<file path="src/rtl/spectrum_bar_writer.sv">
// Bar renderer: loads COLS levels into a load bank, commits them, sweeps ROWS*COLS cells per frame start.
// Latency: first write 1 cycle after registered frame start, then 1 cell/cycle; frame_done 1 cycle after last.
// Backpressure: lvl_ready is always 1 out of reset. Build option SPECTRUM_PEAK_HOLD_EN adds per-column peak markers.
module spectrum_bar_writer #(
  parameter int         COLS       = 32,
  parameter int         ROWS       = 24,
  parameter int         LVL_W      = 5,
  parameter logic [7:0] GREEN_C    = 8'h1C,
  parameter logic [7:0] YELLOW_C   = 8'hFC,
  parameter logic [7:0] RED_C      = 8'hE0,
  parameter logic [7:0] BG_C       = 8'h00,
  parameter logic [7:0] PEAK_C     = 8'hFF,
  parameter int         PEAK_DECAY = 8
) (
  input  logic             clk,
  input  logic             rst_n,
  input  logic [9:0]       hc,
  input  logic [9:0]       vc,
  input  logic             lvl_valid,
  input  logic [LVL_W-1:0] lvl_data,
  output logic             lvl_ready,
  output logic [9:0]       ram_addr,
  output logic [7:0]       write_color,
  output logic             write_en,
  output logic             busy,
  output logic             frame_done,
  output logic             overrun
);

  localparam int CW = (COLS > 1) ? $clog2(COLS) : 1;
  localparam int RW = (ROWS > 1) ? $clog2(ROWS) : 1;
  localparam logic [CW-1:0]    COL_LAST  = CW'(COLS - 1);
  localparam logic [9:0]       ADDR_LAST = 10'(COLS * ROWS - 1);
  localparam logic [LVL_W-1:0] LVL_MAX   = LVL_W'(ROWS);

  typedef enum logic [1:0] {IDLE, SWEEP, DONE} state_t;

  state_t           state;
  logic             cond_q, fs;
  logic [LVL_W-1:0] load_bank   [COLS];
  logic [LVL_W-1:0] active_bank [COLS];
  logic [CW-1:0]    ld_cnt;
  logic             commit_pend;
  logic             freeze, commit_now, hs;
  logic [RW-1:0]    row, cur_row;
  logic [CW-1:0]    col, cur_col;
  logic [9:0]       addr, cur_addr;
  logic [LVL_W-1:0] cur_lvl;
  logic [7:0]       cur_color;
  int               cell_h;

  // Active bank is frozen from the frame-start edge until the sweep has fully ended.
  assign freeze     = fs || (state != IDLE);
  assign commit_now = commit_pend && !freeze;
  assign hs         = lvl_valid && lvl_ready;

  always_ff @(posedge clk or negedge rst_n) begin
    if (!rst_n) begin
      cond_q <= 1'b0;
      fs     <= 1'b0;
    end else begin
      cond_q <= (hc == 10'd0) && (vc == 10'd0);
      fs     <= (hc == 10'd0) && (vc == 10'd0) && !cond_q;
    end
  end

  always_ff @(posedge clk or negedge rst_n) begin
    if (!rst_n) begin
      lvl_ready   <= 1'b0;
      ld_cnt      <= '0;
      commit_pend <= 1'b0;
      for (int c = 0; c < COLS; c++) begin
        load_bank[c]   <= '0;
        active_bank[c] <= '0;
      end
    end else begin
      lvl_ready <= 1'b1;
      if (commit_now) begin
        active_bank <= load_bank;
        commit_pend <= 1'b0;
      end
      if (hs) begin
        load_bank[ld_cnt] <= (lvl_data > LVL_MAX) ? LVL_MAX : lvl_data;
        if (ld_cnt == COL_LAST) begin
          ld_cnt      <= '0;
          commit_pend <= 1'b1;
        end else begin
          ld_cnt <= ld_cnt + CW'(1);
        end
      end
    end
  end

`ifdef SPECTRUM_PEAK_HOLD_EN
  localparam int FW = (PEAK_DECAY > 1) ? $clog2(PEAK_DECAY) : 1;
  logic [LVL_W-1:0] peak     [COLS];
  logic [LVL_W-1:0] peak_dec [COLS];
  logic [FW-1:0]    frm_cnt;
  logic             decay;

  assign decay = fs && (frm_cnt == FW'(PEAK_DECAY - 1));

  always_comb begin
    for (int c = 0; c < COLS; c++) begin
      peak_dec[c] = (decay && peak[c] != '0) ? peak[c] - LVL_W'(1) : peak[c];
    end
  end

  // Decay first, then take the max against a committing level.
  always_ff @(posedge clk or negedge rst_n) begin
    if (!rst_n) begin
      frm_cnt <= '0;
      for (int c = 0; c < COLS; c++) peak[c] <= '0;
    end else begin
      if (fs) frm_cnt <= decay ? '0 : frm_cnt + FW'(1);
      for (int c = 0; c < COLS; c++) begin
        if (commit_now && load_bank[c] > peak_dec[c]) peak[c] <= load_bank[c];
        else                                           peak[c] <= peak_dec[c];
      end
    end
  end
`else
  logic unused_peak;
  assign unused_peak = ^{PEAK_C, 8'(PEAK_DECAY)};
`endif

  always_comb begin
    cur_row   = fs ? '0 : row;
    cur_col   = fs ? '0 : col;
    cur_addr  = fs ? '0 : addr;
    cur_lvl   = active_bank[cur_col];
    cell_h    = ROWS - 1 - int'(cur_row);
    cur_color = BG_C;
    if (cell_h < int'(cur_lvl)) begin
      if (cell_h < ROWS / 2)            cur_color = GREEN_C;
      else if (cell_h < (3 * ROWS) / 4) cur_color = YELLOW_C;
      else                              cur_color = RED_C;
    end
`ifdef SPECTRUM_PEAK_HOLD_EN
    else if (peak[cur_col] > cur_lvl && cell_h == int'(peak[cur_col]) - 1) begin
      cur_color = PEAK_C;
    end
`endif
  end

  // A frame start always (re)starts the sweep at cell 0; mid-sweep it flags an overrun.
  always_ff @(posedge clk or negedge rst_n) begin
    if (!rst_n) begin
      state       <= IDLE;
      row         <= '0;
      col         <= '0;
      addr        <= '0;
      ram_addr    <= '0;
      write_color <= '0;
      write_en    <= 1'b0;
      busy        <= 1'b0;
      frame_done  <= 1'b0;
      overrun     <= 1'b0;
    end else begin
      frame_done <= 1'b0;
      overrun    <= 1'b0;
      if (fs || state == SWEEP) begin
        write_en    <= 1'b1;
        busy        <= 1'b1;
        ram_addr    <= cur_addr;
        write_color <= cur_color;
        overrun     <= fs && (state == SWEEP);
        frame_done  <= (state == DONE);
        addr        <= cur_addr + 10'd1;
        if (cur_col == COL_LAST) begin
          col <= '0;
          row <= cur_row + RW'(1);
        end else begin
          col <= cur_col + CW'(1);
          row <= cur_row;
        end
        state <= (cur_addr == ADDR_LAST) ? DONE : SWEEP;
      end else if (state == DONE) begin
        write_en   <= 1'b0;
        busy       <= 1'b0;
        frame_done <= 1'b1;
        state      <= IDLE;
      end else begin
        write_en <= 1'b0;
        busy     <= 1'b0;
      end
    end
  end

endmodule
</file>
<file path="config.mk">
export PLATFORM = sky130hd
export DESIGN_NAME = spectrum_bar_writer
export DESIGN_NICKNAME = d
export VERILOG_FILES = /design/src/rtl/spectrum_bar_writer.sv
export SDC_FILE = /design/constraint.sdc
export NUM_CORES = 1
export LEC_CHECK = 0
export ABC_AREA = 1
export BUFFER_PORTS_ARGS = -buffer_cell sky130_fd_sc_hd__buf_4
export CAP_MARGIN = 25
export CORE_AREA = 2 2 171 173
export CTS_BUF_LIST = sky130_fd_sc_hd__clkbuf_4 sky130_fd_sc_hd__clkbuf_8 sky130_fd_sc_hd__clkbuf_16
export DETAILED_ROUTE_END_ITERATION = 6
export DIE_AREA = 0 0 173 175
export PLACE_DENSITY = 0.77
export SYNTH_ARGS = -nofsm -noshare
export SYNTH_HDL_FRONTEND = slang
export SYNTH_SLANG_ARGS = --single-unit
</file>
<file path="constraint.sdc">
create_clock -name clk -period 2.2 [get_ports clk]
set_input_delay 0.44 -clock clk [delete_from_list [all_inputs] [get_ports clk]]
set_output_delay 0.44 -clock clk [all_outputs]
set_load 0.01 [all_outputs]
</file>
==> impl_metrics.env <==
export IMPL_cts_num_sinks=366
export IMPL_cts_tree="built"
export IMPL_criticalPathCategory="flip-flop to flip-flop"
export IMPL_insertion_delay_ns=0.53
export IMPL_antenna_left=0
export IMPL_vdd_drop_max_mv=0.685
export IMPL_pre_cts_ws_ns=-0.330
export IMPL_tightest_slew_ns=0.579
export IMPL_rsz0062_at_grt="true"
export IMPL_synth_common_cells="dfrtp_1, nand2_1, o21ai_0"
export IMPL_wl_um=39500
export IMPL_worstPathRequired_ns=2.61
export IMPL_synthDistinctLibCells=42
export IMPL_first_pass_iters=7
export IMPL_power_uw=16500
export IMPL_grt_pass1_wl_um=62900
export IMPL_io_buffers=48
export IMPL_synth_edf_count=0
export IMPL_regToRegEndpoint="write_color[6]$_DFFE_PN0P_"
export IMPL_cts_buffers=39
export IMPL_slew_headroom_pct=61.3
export IMPL_cts_buffer_depth=3
export IMPL_cts_root_buffer="clkbuf_16"
export IMPL_ioPinCount=51
export IMPL_synth_seq_cells=366
export IMPL_yosysSeqAreaShare_pct=58.6
export IMPL_yosysTopAreaCell="dfrtp_1"
export IMPL_skew_ns=0.0175
export IMPL_drive_above_1_share_pct=22.7
export IMPL_syn_area_um2=15600
export IMPL_cap_viol_max_count=0
export IMPL_syn2layout_area_growth_pct=18.5
export IMPL_leakagePower_uw=0.00904
export IMPL_nNetsFinal=1695
export IMPL_finalMaxSlewViolations=0
export IMPL_core_area_um2=28400
export IMPL_dieArea_um2=30300
export IMPL_yosysWarnings=0
export IMPL_first_iter_violations=1238
export IMPL_worst_setup_path_start_kind="flip-flop"
export IMPL_synth_top_cell_area_share_pct=58.6
export IMPL_cts_htree_levels=2
export IMPL_violations="negative setup slack"
export IMPL_start_util_pct=55.1
export IMPL_ys_async_sr_fraction_pct=100
export IMPL_worstHoldPathType="primary input to flip-flop"
export IMPL_worstPathArrival_ns=2.99
export IMPL_r2r_cells=17
export IMPL_grt_pass1_vias=11764
export IMPL_die_x_um=173
export IMPL_grt_overflow_total=0
export IMPL_wl_per_cell_um=19.1
export IMPL_power_density_nw_per_um2=888
export IMPL_synth_area_top_cells="dfrtp_1, mux2_2, nand2_1"
export IMPL_antenna_found_initial=0
export IMPL_outcome="complete, but fails checks"
export IMPL_gr_usage_all_layers_pct=26.1
export IMPL_place_gp_congestion=0.978
export IMPL_design_area_um2=18500
export IMPL_syn_area_per_cell_um2=10.1
export IMPL_clkTransAtPathRegs_ns=0.07
export IMPL_rr_startpoint="fs$_DFF_PN0_"
export IMPL_critical_path_endpoint="write_color[6]$_DFFE_PN0P_"
export IMPL_finalSetupViolations=2
export IMPL_die_y_um=175
export IMPL_critPathCaptureType="flip-flop"
export IMPL_antennaDiodeCount=0
export IMPL_synth_most_common_cell="dfrtp_1"
export IMPL_synthFlopType="dfrtp_1"
export IMPL_rows=62
export IMPL_final_hold_viol_count=0
export IMPL_path_max_fanout=14
export IMPL_placed_area_um2=16900
export IMPL_period_needed_ns=2.57
export IMPL_drc=0
export IMPL_critPathLaunch="fs$_DFF_PN0_"
export IMPL_fin_worst_hold_slack_ns=0.204
export IMPL_ff2ff_setup_slack_ns=-0.37
export IMPL_fmax_mhz=389
export IMPL_grt_max_degree=92
export IMPL_post_dp_hpwl_um=25200
export IMPL_setup_slack_ns=-0.373
export IMPL_syn_inst=1547
export IMPL_post_drt_via_cell_ratio=5.70
export IMPL_vias=11759
export IMPL_period_share_pct=117
-- through the flow --
stage	TNS [ns]	cells	utilization, %
final	-0.736	2064	65.2
after global placement	-0.657	1985	59.6
after detailed placement	-0.651	1985	59.6
after floorplan	-0.0648	1548	-
after global routing	-0.958	2064	65.2
after CTS	-0.500	2058	64.4
-- repair_timing --
| item | 4_1_cts | 5_1_grt |
|---|---|---|
| gates cloned | 1 | 3 |
| gates resized for setup | 5 | 37 |
| hold buffers | 1 | 0 |
| buffers inserted | 2 | 4 |
| pin swaps | 2 | 16 |
| endpoints found under the setup margin | 2 | 10 |
| hold endpoints to repair | 23 | 0 |
-- cells in the final DEF (no fill, tap or decap), types with 3 or more instances in the layout --
cell type / netlist / routed
o31ai_2: 0 / 3
nand3_1: 63 / 62
inv_1: 92 / 91
o21ai_0: 198 / 198
nand2_1: 296 / 290
nor2_1: 139 / 133
nor2_2: 1 / 7
or2_2: 12 / 12
o31ai_1: 13 / 9
buf_8: 0 / 3
or2_1: 6 / 6
clkinv_2: 0 / 7
nor4_1: 5 / 5
mux2_2: 124 / 124
conb_1: 2 / 3
nand4_1: 3 / 3
buf_6: 7 / 3
a22oi_1: 5 / 5
clkbuf_4: 0 / 6
nor3_1: 5 / 4
o221ai_1: 4 / 4
dfrtp_1: 366 / 365
buf_12: 0 / 16
o311ai_1: 12 / 12
xor2_1: 8 / 8
clkinv_1: 3 / 3
inv_6: 0 / 4
nand2_2: 1 / 7
clkbuf_16: 0 / 42
ha_1: 15 / 11
buf_4: 8 / 115
clkbuf_8: 0 / 10
or2_0: 8 / 8
a21oi_1: 31 / 29
o211ai_1: 41 / 41
-- cell type report --
| cell class | count | area (um^2) |
|---|---|---|
| Clock inverter | 14 | 138 |
| Multi-Input combinational cell | 1004 | 5820 |
| Tap cell | 384 | 480 |
| Inverter | 99 | 394 |
| Timing Repair Buffer | 142 | 1380 |
| Sequential cell | 366 | 9160 |
| Fill cell | 2159 | 9870 |
| Clock buffer | 55 | 1160 |
-- per-layer routing --
layer	global-route usage, %	routed length [um]	up-vias
met5	0	0	-
met4	8.86	1500	0
met3	5.55	3070	112
met2	41.7	18300	455
met1	35.7	16500	5815
li1	-	-	5377
-- how the worst min path moves through the flow --
| stage | from | end | slack (ns) | cells after the start |
|---|---|---|---|---|
| 3_5_place_dp | rst_n | load_bank[37]$_DFFE_PN0P_ | 0.32 | 1 |
| 6_report | hc[6] | cond_q$_DFF_PN0_ | 0.20 | 4 |
| 3_3_place_gp | rst_n | load_bank[37]$_DFFE_PN0P_ | 0.32 | 1 |
| 4_1_cts | hc[6] | cond_q$_DFF_PN0_ | 0.20 | 4 |
| 5_1_grt | hc[4] | cond_q$_DFF_PN0_ | 0.23 | 4 |
| 2_1_floorplan | rst_n | active_bank[0]$_DFFE_PN0P_ | 0.14 | 0 |
-- critical path, cell delays in order (launching register included) --
cell	delay, ns
dfrtp_1	0.39
inv_4	0.07
buf_4	0.14
nand2_4	0.08
inv_8	0.06
clkbuf_16	0.19
o31ai_1	0.35
o211ai_1	0.17
nand3_1	0.12
nand2_2	0.07
ha_4	0.27
nand2_1	0.06
nor2_1	0.17
nand2_2	0.07
nand2_2	0.07
nand2_2	0.06
nand2_1	0.06
nand2_1	0.05
-- sequential cells by signal (all words and copies together) (netlist names), 2 cells and up --
name,count
active_bank,160
load_bank,160
addr,10
ram_addr,10
col,5
ld_cnt,5
row,5
state,2
write_color,2
-- report_power, final --
group | switching [uW] | internal (uW)
Sequential | 504 | 7720
Combinational | 1050 | 624
Clock | 2640 | 3920
Total | 4190 | 12300
-- cell families after synthesis --
kind of cell | Yosys count | share of synthesized area [%]
other | 2 | 0.0480
buffers and inverters | 178 | 5.03
AO/OA/AOI/OAI | 309 | 11.3
XOR/XNOR | 9 | 0.504
AND/OR/NAND/NOR | 544 | 14.4
adder cells (fa/ha/maj) | 15 | 1.20
multiplexers | 124 | 8.93
flip-flops | 366 | 58.6
No activity file was read; power rests on OpenSTA's default activity.
